==> src/rtl/ksa.sv <==
// RC4 key-scheduling stage: permutes the 256-byte S-memory left by the init stage
// using a 24-bit key, one swap per six cycles over a shared single-port RAM.
module ksa (
    input  logic        clk,
    input  logic        rst_n,
    input  logic        en,
    output logic        rdy,
    input  logic [23:0] key,
    output logic [7:0]  addr,
    input  logic [7:0]  rddata,
    output logic [7:0]  wrdata,
    output logic        wren
);

    typedef enum logic [2:0] {
        IDLE,
        READ_I,
        LATCH_I,
        READ_J,
        LATCH_J,
        WRITE_I,
        WRITE_J
    } state_t;

    state_t      state;
    state_t      state_next;
    logic [7:0]  i;
    logic [7:0]  j;
    logic [7:0]  si;
    logic [7:0]  sj;
    logic [23:0] key_q;
    logic [1:0]  ksel;
    logic [7:0]  kbyte;

    // ksel tracks i mod 3 incrementally so no divider is needed.
    always_comb begin
        case (ksel)
            2'd0:    kbyte = key_q[23:16];
            2'd1:    kbyte = key_q[15:8];
            default: kbyte = key_q[7:0];
        endcase
    end

    // NOTE: sequential state uses non-blocking assignments so every register
    // samples the pre-edge values, independent of statement order.
    always_ff @(posedge clk) begin
        if (!rst_n) begin
            state <= IDLE;
        end else begin
            state <= state_next;
        end
    end

    // Reset wins over every state, so an in-flight swap is abandoned cleanly.
    always_ff @(posedge clk) begin
        if (!rst_n) begin
            i     <= 8'd0;
            j     <= 8'd0;
            si    <= 8'd0;
            sj    <= 8'd0;
            key_q <= 24'd0;
            ksel  <= 2'd0;
        end else begin
            case (state)
                IDLE: begin
                    if (en) begin
                        key_q <= key;
                        i     <= 8'd0;
                        j     <= 8'd0;
                        ksel  <= 2'd0;
                    end
                end
                LATCH_I: begin
                    si <= rddata;
                    j  <= j + rddata + kbyte;
                end
                LATCH_J: begin
                    sj <= rddata;
                end
                WRITE_J: begin
                    if (i != 8'hFF) begin
                        i <= i + 8'd1;
                    end
                    ksel <= (ksel == 2'd2) ? 2'd0 : ksel + 2'd1;
                end
                default: begin
                end
            endcase
        end
    end

    // NOTE: every output and the next state get a default first, so no path
    // through the case can leave a value unassigned and infer a latch.
    always_comb begin
        state_next = state;
        rdy        = 1'b0;
        addr       = 8'd0;
        wrdata     = 8'd0;
        wren       = 1'b0;
        case (state)
            IDLE: begin
                rdy = 1'b1;
                if (en) begin
                    state_next = READ_I;
                end
            end
            READ_I: begin
                addr       = i;
                state_next = LATCH_I;
            end
            LATCH_I: begin
                state_next = READ_J;
            end
            READ_J: begin
                addr       = j;
                state_next = LATCH_J;
            end
            LATCH_J: begin
                state_next = WRITE_I;
            end
            WRITE_I: begin
                addr       = i;
                wrdata     = sj;
                wren       = 1'b1;
                state_next = WRITE_J;
            end
            WRITE_J: begin
                // When i == j both writes hit one address with the same byte.
                addr       = j;
                wrdata     = si;
                wren       = 1'b1;
                state_next = (i == 8'hFF) ? IDLE : READ_I;
            end
            default: begin
                state_next = IDLE;
            end
        endcase
    end

endmodule
==> config.mk <==
export PLATFORM = sky130hd
export DESIGN_NAME = ksa
export DESIGN_NICKNAME = d
export VERILOG_FILES = /design/src/rtl/ksa.sv
export SDC_FILE = /design/constraint.sdc
export NUM_CORES = 1
export LEC_CHECK = 0
export CAP_MARGIN = 0
export CORE_AREA = 5 5 96 98
export CTS_CLUSTER_DIAMETER = 50
export CTS_CLUSTER_SIZE = 30
export DETAILED_ROUTE_END_ITERATION = 10
export DIE_AREA = 0 0 101 103
export GPL_TIMING_DRIVEN = 0
export REMOVE_ABC_BUFFERS = 1
export SLEW_MARGIN = 25
export SYNTH_ARGS = -nofsm -noshare
export SYNTH_HDL_FRONTEND = slang
export SYNTH_SLANG_ARGS = --single-unit
==> constraint.sdc <==
create_clock -name clk -period 2.85 [get_ports clk]
set_input_delay 0.285 -clock clk [delete_from_list [all_inputs] [get_ports clk]]
set_output_delay 0.285 -clock clk [all_outputs]
set_load 0.005 [all_outputs]
# Word-level counts from Yosys, hierarchy flattened
# Index checks and enable logic that the tools add are counted.
[classes]
reduce_logical = 11
order_cmp = 0
n_mux = 15
n_eq_ne = 12
shifts = 0
div_mod_pow = 0
bitwise = 0
multipliers = 0
add_sub_neg = 4
[op_table]
columns = ["operator", "count"]
rows = [
  ["one-hot mux 8 bit (2 select lines)", 5],
  ["one-hot mux 3 bit (7 select lines)", 1],
  ["adder 8 bit", 2],
  ["2-to-1 mux 8 bit", 2],
  ["equality test 3 bit (second input constant)", 3],
  ["adder 8 x 1 -> 8 bit (second input constant)", 1],
  ["equality test 8 bit (second input constant)", 1],
  ["inequality test 8 bit (second input constant)", 1],
  ["equality test 3 x 2 -> 1 bit (second input constant)", 2],
  ["AND reduction 2 bit", 3],
  ["OR reduction 2 bit", 3],
  ["2-to-1 mux 2 bit", 2],
  ["inequality test 2 bit (second input constant)", 2],
  ["one-hot mux 2 bit (2 select lines)", 1],
  ["nonzero test 2 bit", 2],
  ["equality test 3 x 1 -> 1 bit (second input constant)", 1],
  ["logical NOT 3 bit", 1],
  ["2-to-1 mux 1 bit", 3],
  ["2-to-1 mux 3 bit", 1],
  ["AND reduction 3 bit", 1],
  ["adder 2 x 1 -> 2 bit (second input constant)", 1],
  ["equality test 2 x 1 -> 1 bit (second input constant)", 1],
  ["equality test 2 bit (second input constant)", 1],
  ["logical NOT 2 bit", 1],
]
[word_totals]
elab_cells = 49
out_inout_bits = 18
mem_count = 0
in_bits = 35
mem_bits_ro = 0
ramBits = 0
regBits = 61
latchBits = 0

# Longest topological paths before layout
# Gate-level depths: netlist of run 1.
[depth]
ltp_word = 4
mapped_depth = 13
ltp_nobuf = 11

# Worst setup path before layout of run 1
# No wires, ideal clock.
[synth_path]
path_kind = "register to register"
start = "register ksel[0]"
end = "register j[7]"
period_less_slack_ps = 2811
required_ps = 2723
slack_ps = 39
stages_incl_launch_ff = 13
setup_time_ps = 127
arrival_time_ps = 2684
path_buffers = 1
path_cell_list = "dfxtp_1 clkbuf_1 mux2i_1 o21ai_0 fa_1 ha_1 inv_1 fa_1 nand2b_1 a21oi_1 o21a_1 or4_1 nand3_1"
[synth_via]
elab_chain_len = 4
elab_cells_between_ends = 5
cone_classes = "add/sub (1); eq/ne (1); mux (2); reduce/logical (1)"
[synth_rtl]
columns = ["item", "line_no", "source"]
rows = [
  ["start, declared", "32", "logic [1:0] ksel;"],
  ["start signal, assigned", "84", "ksel <= (ksel == 2'd2) ? 2'd0 : ksel + 2'd1;"],
  ["equality test 2 x 1 -> 1 bit or logical NOT 2 bit (tied branches)", "37", "case (ksel)"],
  ["one-hot mux 8 bit (2 select lines) *", "37", ""],
  ["adder 8 bit *", "75", "j <= j + rddata + kbyte;"],
  ["one-hot mux 8 bit (2 select lines) *", "64", "case (state)"],
  ["end signal, assigned", "75", ""],
  ["end, declared", "28", "logic [7:0] j;"],
]
# Mark *: on every way between the ends. The rest lies on a longest branch, timed or not.
# A chain may end at the register's enable or synchronous reset.

# Final worst setup path of run 1
[layout_path]
start = "register ksel[0]"
end = "register j[5]"
# The elaborated chain is that of the path after synthesis.

==> flow_metrics.py, run 1 <==
metrics = {
    "die": {
        "initial_utilization": 0.382,
        "die_area_sq_mm": 0.0104,
        "core-area_sq_mm": 0.00838,
        "io_pins": 53,
        "dieWidth_microns": 101,
        "rows": 34,
        "die_y_microns": 103,
    },
    "finish": {
        "nets": 465,
        "areaGrowthSynthToFinish_pct": 25.9,
        "final_cell_mix": "nand2_1 (82), dfxtp_1 (59), clkdlybuf4s50_1 (51)",
        "diodes": 0,
        "drive_gt1_frac": 0.0788,
        "layout_commonest_cell": "nand2_1",
        "nFillCells": 842,
        "utilization": 0.481,
    },
    "grt": {
        "grt_pass1_wl_mm": 11.9,
        "grtUsageTotal": 0.147,
        "antenna_found_initial": 0,
        "grt_pass1_vias": 2473,
        "gr-total-overflow": 0,
        "grt_max_degree": 37,
    },
    "yosys": {
        "synth_ff_type": "dfxtp_1",
        "async_flop_share": 0,
        "synth_top_area_cell": "dfxtp_1",
        "syn_inst": 371,
        "ys_types": 44,
        "yosysWarnings": 0,
        "synth_edf_count": 0,
        "yosysSeqAreaShare": 0.381,
        "syn-cell-area_sq_mm": 0.00320,
        "ys_seq_elements": 61,
        "yosysTopAreaCellShare": 0.381,
        "yosys-top-cells-area": "dfxtp_1 (38%), nand2_1 (9.7%), a21boi_0 (7.3%)",
        "synth_area_per_cell_sq_um": 8.64,
    },
    "route": {
        "top_layer": "met4",
        "drt_first_pass_iters": 4,
        "wire_per_inst_microns": 13.8,
        "wl_met3_microns": 386,
        "ant_nets": 0,
        "dr_total_vias": 2605,
        "post-route-drc-count": 0,
        "drt_wl_total_mm": 7.26,
        "avgViaCountPerCell": 4.94,
        "met2WireLength_mm": 3.34,
        "drt-initial-drc-count": 129,
        "wl_met1_mm": 3.35,
    },
    "timing": {
        "setup_viol": 0,
        "hold_violations": 0,
        "worst_pin_slew_ps": 825,
        "finalMaxSlewViolations": 0,
        "layout_setup_ws_ps": 205,
        "fmax_mhz": 378,
        "slew-limit-headroom": 0.450,
        "period_share": 0.928,
        "finalCriticalPeriod_ps": 2650,
        "rsz0062_at_grt": "no",
        "finClkSkew_ps": 6.34,
    },
    "placement": {
        "hpwl_mm": 5.06,
        "place.gp.congestion": 0.877,
        "dp_slack_ps": -370,
        "portBuffers": 52,
    },
    "critical_path": {
        "arrival_ps": 2870,
        "worst_setup_path_end_kind": "flop",
        "start_kind": "flop",
        "cp.required_ps": 3070,
        "critPathMaxFanout": 11,
        "critPathKind": "reg2reg",
        "rrSetupSlack_ps": 200,
    },
    "cts": {
        "cts.path.max_buffers": 2,
        "cts_buffers": 9,
        "cts_tree": "built",
        "cts_root_buffer": "clkbuf_8",
        "cts_htree_levels": 3,
        "clock_latency_ps": 340,
        "clkSinkCount": 61,
        "hold_buffers": 0,
        "path_clk_slew_ps": 70,
    },
    "power": {
        "power_frac_seq": 0.460,
        "power.share.switching": 0.261,
        "internal_power_w": 0.00149,
        "power_frac_comb": 0.158,
        "p_per_area_mw_per_mm2": 501,
        "peakVddDrop_mv": 0.266,
        "p_leak_nw": 1.44,
        "pwr-share-clk": 0.382,
        "power.net_switching_w": 0.000528,
    },
    "min_path": {
        "min_path_type": "reg2reg",
    },
    "job": {
        "drv_cap": 0,
    },
    "outcome": {
        "status": "finished, final reports clean",
    },
}
## path summary, 6_finish.rpt
path                            startpoint        to  depth (start not counted)
worst max-delay path               ksel[0]      j[5]                         11
worst min-delay path              key_q[4]  key_q[4]                          2
worst max register to register     ksel[0]      j[5]                         11
worst min register to register    key_q[4]  key_q[4]                          2
## power by group through the flow
stage	clock network [W]	registers, W	logic, W
after global placement	0	0.000946	0.000306
final	0.000772	0.000929	0.000319
after global routing	0.000819	0.000934	0.000362
after CTS	0.000792	0.000929	0.000315
after floorplan	0	0.000939	0.000189
after detailed placement	0	0.000949	0.000314
## routing by layer
layer / GRT usage / vias to the layer above
li1: - / 1346
met1: 0.190 / 1178
met2: 0.234 / 68
met3: 0.0392 / 13
met5: 0 / -
met4: 0.0573 / 0
## critical path, stage by stage (launching register included)
cell and delay, ps:
dfxtp_4 430, mux2i_2 240, o21ai_2 100, fa_1 490, ha_1 170, inv_1 50
fa_1 400, nand2b_4 170, a21oi_2 140, a211oi_1 70, a31oi_1 190, nor2b_1 60
## synth_stat cells, types with 2 or more instances
library cell  count
nand2_1          83
dfxtp_1          61
a21boi_0         31
nor2b_1          21
mux2i_1          17
clkbuf_1         13
o21ai_0          13
nand3_1          11
a22o_1            8
a22oi_1           8
buf_2             8
fa_1              8
inv_1             8
nor2_1            8
ha_1              7
and2_1            6
xor2_1            6
a21boi_1          5
a21oi_1           5
xnor2_1           5
nor3_1            4
a31oi_1           3
buf_4             3
nand2b_1          3
nand4_1           3
o21a_1            3
a21o_1            2
nor3b_1           2
## cell families (layout without fill, tap and decap cells)
| logic type | count (synthesis) | after routing | synth area share |
|---|---|---|---|
| and+or+nand+nor | 150 | 150 | 0.226 |
| DFF | 61 | 61 | 0.381 |
| buffers and inverters | 34 | 82 | 0.0488 |
| adders and majority gates | 15 | 15 | 0.0773 |
| muxes | 17 | 17 | 0.0531 |
| AOI/OAI and AO/OA | 83 | 83 | 0.184 |
| xor gates and xnor gates | 11 | 11 | 0.0301 |
## final cells by class
type | instances | area [sq um] | share of cell area
multi-input cells | 276 | 1860 | 0.461
flip-flops and latches | 61 | 1230 | 0.304
repair buffers | 59 | 588 | 0.146
clock buffers | 14 | 163 | 0.0403
well taps | 108 | 135 | 0.0335
clock inverters | 1 | 30.0 | 0.00744
inverters | 8 | 30.0 | 0.00744
## through the flow
step | cells | hold WS (ps) | setup TNS [ps] | instance area [sq um] | total power (W)
after floorplan | 345 | 403 | 0 | 3080 | 0.00113
after global placement | 505 | 442 | -820 | 3730 | 0.00125
after detailed placement | 507 | 447 | -834 | 3770 | 0.00126
after CTS | 522 | 454 | 0 | 3970 | 0.00204
after global routing | 527 | 479 | 0 | 4040 | 0.00212
final | 527 | 451 | 0 | 4040 | 0.00202
## state kept, by name, indices dropped and copies added (netlist names)
| signal | flops |
|---|---|
| key_q | 24 |
| i | 8 |
| ksel | 2 |
| j | 8 |
| sj | 8 |
| state | 3 |
| si | 8 |
## repair_timing
action | 4_1_cts | 5_1_grt
setup endpoints to repair | 4 | 12
gates resized for setup | 4 | 8
pin swaps | 0 | 0
cloned | 0 | 0
setup buffers | 0 | 5
(Power assumes the default switching activity.)
==> inputs of run 2 (changes only) <==
CORE_AREA = 2 2 93 95   (was 5 5 96 98)
CTS_CLUSTER_DIAMETER = 100   (was 50)
DIE_AREA = 0 0 95 97   (was 0 0 101 103)
PLACE_DENSITY_LB_ADDON = 0.15   (was not set)
==> run 2 against run 1 <==
Utilization increased by 2.0 points; sequential power about the same; largest cell class unchanged; highest routed layer unchanged; worst hold slack got worse by 27 ps.
==> flow_metrics.py, run 2 (same netlist as run 1, synthesis figures left out) <==
metrics = {
    "power": {
        "p_per_area_mw_per_mm2": 544,
        "peakVddDrop_mv": 0.278,
        "p_leak_nw": 1.45,
    },
    "min_path": {
        "hold_start": "rst_n",
        "whs_endpoint": "key_q[16]",
        "holdPathStages": 2,
        "min_path_type": "in2reg",
    },
    "timing": {
        "finalMaxSlewViolations": 0,
        "worst_pin_slew_ps": 846,
        "setup_viol": 0,
        "slew-limit-headroom": 0.436,
        "hold_violations": 0,
        "fmax_mhz": 372,
        "rsz0062_at_grt": "no",
        "finClkSkew_ps": 10.5,
        "period_share": 0.944,
        "finalCriticalPeriod_ps": 2690,
        "fin_setup_tns_ps": 0,
    },
    "critical_path": {
        "start_kind": "flop",
        "reg2regPathDepth": 11,
        "worst_setup_path_end_kind": "flop",
        "critPathMaxFanout": 10,
        "timing.rr.end": "j[7]",
        "rrSetupSlack_ps": 160,
        "timing.rr.start": "ksel[0]",
        "cp.required_ps": 3060,
        "arrival_ps": 2900,
        "critPathKind": "reg2reg",
    },
    "placement": {
        "hpwl_mm": 5.04,
        "dp_cells": 504,
        "portBuffers": 52,
        "place.gp.congestion": 0.868,
    },
    "route": {
        "dr_total_vias": 2553,
        "ant_nets": 0,
        "wire_per_inst_microns": 13.3,
        "drt_wl_total_mm": 6.99,
        "drt_first_pass_iters": 4,
        "wl_met3_microns": 240,
        "met2WireLength_mm": 3.24,
        "top_layer": "met4",
        "drt-initial-drc-count": 93,
        "avgViaCountPerCell": 4.87,
        "wl_met1_mm": 3.46,
        "post-route-drc-count": 0,
    },
    "cts": {
        "cts_htree_levels": 3,
        "clkSinkCount": 61,
        "cts_root_buffer": "clkbuf_8",
        "path_clk_slew_ps": 70,
        "hold_buffers": 0,
        "cts.path.max_buffers": 2,
        "cts_tree": "built",
        "clock_latency_ps": 330,
        "cts_buffers": 9,
    },
    "grt": {
        "gr-total-overflow": 0,
        "antenna_found_initial": 0,
        "grt_pass1_wl_mm": 11.5,
        "grtUsageTotal": 0.159,
        "grt_max_degree": 37,
        "grt_pass1_vias": 2368,
    },
    "job": {
        "drv_cap": 0,
    },
    "finish": {
        "nets": 464,
        "layout_commonest_cell": "nand2_1",
        "areaGrowthSynthToFinish_pct": 27.2,
        "diodes": 0,
        "final_cells": 524,
        "drive_gt1_frac": 0.0764,
        "nFillCells": 766,
        "largest_reg_flops": 24,
        "multi_input_area_sq_mm": 0.00185,
        "seq_area_sq_mm": 0.00123,
        "final_cell_mix": "nand2_1 (82), dfxtp_1 (59), clkdlybuf4s50_1 (51)",
        "regMostFlops": "key_q",
    },
    "die": {
        "die_area_sq_mm": 0.00922,
        "rows": 33,
        "initial_utilization": 0.394,
        "dieWidth_microns": 95,
        "die_y_microns": 97,
        "core-area_sq_mm": 0.00813,
        "io_pins": 53,
    },
    "outcome": {
        "status": "finished, final reports clean",
    },
}
-- run 2: cell types whose count changed in the layout (fill, tap and decap cells not counted) --
cell       change
mux2i_1        +1
nand2b_1       +1
bufinv_16      +2
mux2i_2        -1
nand2b_4       -1
o21ai_0        +1
buf_4          -1
clkbuf_1       -2
o21ai_2        -1
clkbuf_8       +1
-- run 2: power breakdown --
| part | internal, W | switching, W | leakage, nW |
|---|---|---|---|
| logic | 0.000147 | 0.000163 | 0.824 |
| clock network | 0.000654 | 0.000322 | 0.130 |
| registers | 0.000894 | 0.0000350 | 0.498 |
| total | 0.00169 | 0.000521 | 1.45 |
-- run 2: critical path, cell delays in order (launching register included) --
cell and delay (ps):
dfxtp_4 420, buf_4 150, mux2i_1 160, o21ai_0 130, fa_1 530, inv_1 70
fa_1 460, nand2b_1 190, a21oi_2 160, o21a_1 140, or4_1 100, nand3_1 60
-- run 2: metal layers --
metal / vias up / track usage
li1: 1344 / -
met1: 1166 / 0.222
met5: - / 0
met3: 2 / 0.0257
met4: 0 / 0.0569
met2: 41 / 0.247
-- run 2: layout make-up --
cell class | count | area share
Clock buffer | 13 | 0.0414
Clock inverter | 3 | 0.0221
Inverter | 8 | 0.00737
Multi-Input combinational cell | 276 | 0.453
Sequential cell | 61 | 0.302
Tap cell | 105 | 0.0322
Timing Repair Buffer | 58 | 0.142
-- run 2: worst max path at each step --
stage	start	endpoint	cells past startpoint
finish	ksel[0]	j[7]	11
global route	ksel[0]	j[7]	11
CTS	ksel[0]	j[7]	11
detailed placement	ksel[0]	j[7]	11
global placement	ksel[0]	j[7]	11
floorplan	ksel[0]	j[7]	11
-- run 2: what timing repair did --
action	in CTS	in global routing
setup buffers	0	4
setup endpoints to repair	3	9
gates resized for setup	3	5
endpoints found under the hold margin	0	0
-- run 2: metrics by stage --
stage,setup WS (ps),area (sq um),hold slack (ps),util,total power [W]
after global placement,-274,3730,443,0.459,0.00125
after floorplan,175,3080,403,-,0.00113
after detailed placement,-292,3770,447,0.463,0.00126
after global routing,0.461,4080,436,0.501,0.00233
final,160,4080,424,0.501,0.00222
after CTS,19.1,4030,414,0.496,0.00224
==> inputs of run 3 (changes only) <==
DONT_BUFFER_PORTS = 1   (was not set)
==> run 3 against run 2 <==
First-iteration DRC count up 2.2%; utilization down 7.0 points; clock power down 9.6%; wire length up 2.9%; critical endpoint unchanged; largest power group is now sequential cells.
==> flow_metrics.py, run 3 (same netlist as run 1, synthesis figures left out) <==
metrics = {
    "timing": {
        "setup_viol": 0,
        "fin_setup_tns_ps": 0,
        "worst_pin_slew_ps": 915,
        "whs_ps": 68.8,
        "period_share": 0.954,
        "layout_setup_ws_ps": 130,
        "slew-limit-headroom": 0.390,
        "hold_violations": 0,
        "finClkSkew_ps": 9.94,
        "finalCriticalPeriod_ps": 2720,
        "finalMaxSlewViolations": 0,
        "fmax_mhz": 368,
    },
    "power": {
        "finalPower_w": 0.00205,
        "power.net_switching_w": 0.000522,
        "p_per_area_mw_per_mm2": 585,
        "peakVddDrop_mv": 0.290,
        "power.share.switching": 0.254,
        "p_leak_nw": 1.24,
        "pwr-share-clk": 0.430,
        "internal_power_w": 0.00153,
        "power_frac_seq": 0.452,
        "power_frac_comb": 0.118,
    },
    "critical_path": {
        "cp_slowest_cell": "fa_1",
        "worst_setup_path_end_kind": "flop",
        "timing.rr.start": "ksel[0]",
        "arrival_ps": 2990,
        "start_kind": "flop",
        "path_delay_family": "adder cells",
        "cp.required_ps": 3120,
        "rrSetupSlack_ps": 130,
        "max_stage_delay_ps": 470,
        "critPathMostFrequentCell": "o21ai_0",
        "timing.rr.end": "j[7]",
        "cp_cell_sequence": "buf_4 -> mux2i_1 -> o21ai_0 -> fa_1 -> ha_1 -> o21ai_0 -> a21oi_2 -> o21a_1 -> or4_1 -> nand3_1",
        "critPathKind": "reg2reg",
        "reg2regPathDepth": 10,
        "path_buf_inv": 1,
        "critPathMaxFanout": 7,
    },
    "cts": {
        "cts_buffers": 9,
        "cts.path.max_buffers": 2,
        "cts_root_buffer": "clkbuf_8",
        "clock_latency_ps": 340,
        "cts_tree": "built",
        "cts_htree_levels": 3,
        "clkSinkCount": 61,
        "path_clk_slew_ps": 70,
    },
    "route": {
        "ant_nets": 0,
        "drt_first_pass_iters": 4,
        "wire_per_inst_microns": 15.2,
        "drt_wl_total_mm": 7.19,
        "post-route-drc-count": 0,
        "drt-initial-drc-count": 95,
        "avgViaCountPerCell": 5.05,
        "dr_total_vias": 2389,
    },
    "finish": {
        "areaGrowthSynthToFinish_pct": 9.41,
        "final_cell_mix": "nand2_1 (82), dfxtp_1 (59), a21boi_0 (31)",
        "layout_commonest_cell": "nand2_1",
        "drive_gt1_frac": 0.0870,
        "regMostFlops": "key_q",
        "final_cells": 473,
        "nFillCells": 798,
        "nets": 413,
        "largest_reg_flops": 24,
        "diodes": 0,
    },
    "grt": {
        "gr-total-overflow": 0,
        "grt_pass1_vias": 2392,
        "antenna_found_initial": 0,
        "grt_max_degree": 58,
        "grt_pass1_wl_mm": 11.8,
        "grtUsageTotal": 0.165,
    },
    "placement": {
        "dp_cells": 451,
        "dp_slack_ps": -256,
        "portBuffers": 0,
        "hpwl_mm": 4.87,
        "place.gp.congestion": 0.789,
    },
    "min_path": {
        "min_path_type": "in2reg",
        "hold_start": "key[0]",
        "whs_endpoint": "key_q[0]",
        "holdPathStages": 2,
    },
    "die": {
        "io_pins": 53,
        "initial_utilization": 0.394,
        "die_y_microns": 97,
        "die_area_sq_mm": 0.00922,
        "dieWidth_microns": 95,
        "core-area_sq_mm": 0.00813,
        "rows": 33,
    },
    "job": {
        "drv_cap": 0,
    },
    "outcome": {
        "status": "finished, final reports clean",
    },
}
run 3: how the worst max path moves through the flow:
stage | depth (start not counted) | to | from | slack (ps)
floorplan | 11 | j[7] | ksel[0] | 180
global placement | 11 | j[7] | ksel[0] | -260
detailed placement | 11 | j[7] | ksel[0] | -260
CTS | 11 | j[7] | ksel[0] | 20
global route | 10 | j[7] | ksel[0] | -5
finish | 10 | j[7] | ksel[0] | 130
run 3: area by class of cell:
cell class,instances,area [sq um],share of cell area
clock buffers,12,155,0.0443
clock inverters,4,70.1,0.0200
inverters,8,30.0,0.00857
multi-input cells,276,1840,0.525
flip-flops and latches,61,1230,0.350
well taps,105,131,0.0375
repair buffers,7,50.0,0.0143
run 3: repair_timing:
action / 4_1_cts / 5_1_grt
pin swaps: 0 / 0
gates resized for setup: 3 / 3
setup buffers: 0 / 6
endpoints found under the setup margin: 4 / 2
hold buffers: 0 / 0
run 3: power groups by stage:
stage | Sequential, W | Combinational (W) | Clock, W
after floorplan | 0.000939 | 0.000189 | 0
after global placement | 0.000949 | 0.000235 | 0
after detailed placement | 0.000950 | 0.000243 | 0
after CTS | 0.000929 | 0.000244 | 0.000900
after global routing | 0.000935 | 0.000280 | 0.000938
final | 0.000928 | 0.000242 | 0.000882
run 3: metrics by stage:
stage | area, sq um | utilization
CTS | 3460 | 0.425
global placement | 3210 | 0.395
floorplan | 3080 | -
global route | 3510 | 0.431
detailed placement | 3230 | 0.397
finish | 3510 | 0.431
run 3: routing by layer:
metal | up-vias | GRT usage | part of all wire
li1 | 1243 | - | -
met3 | 11 | 0.0405 | 0.048
met4 | 0 | 0.0669 | 0.017
met1 | 1094 | 0.225 | 0.49
met2 | 41 | 0.247 | 0.44
met5 | - | 0 | 0
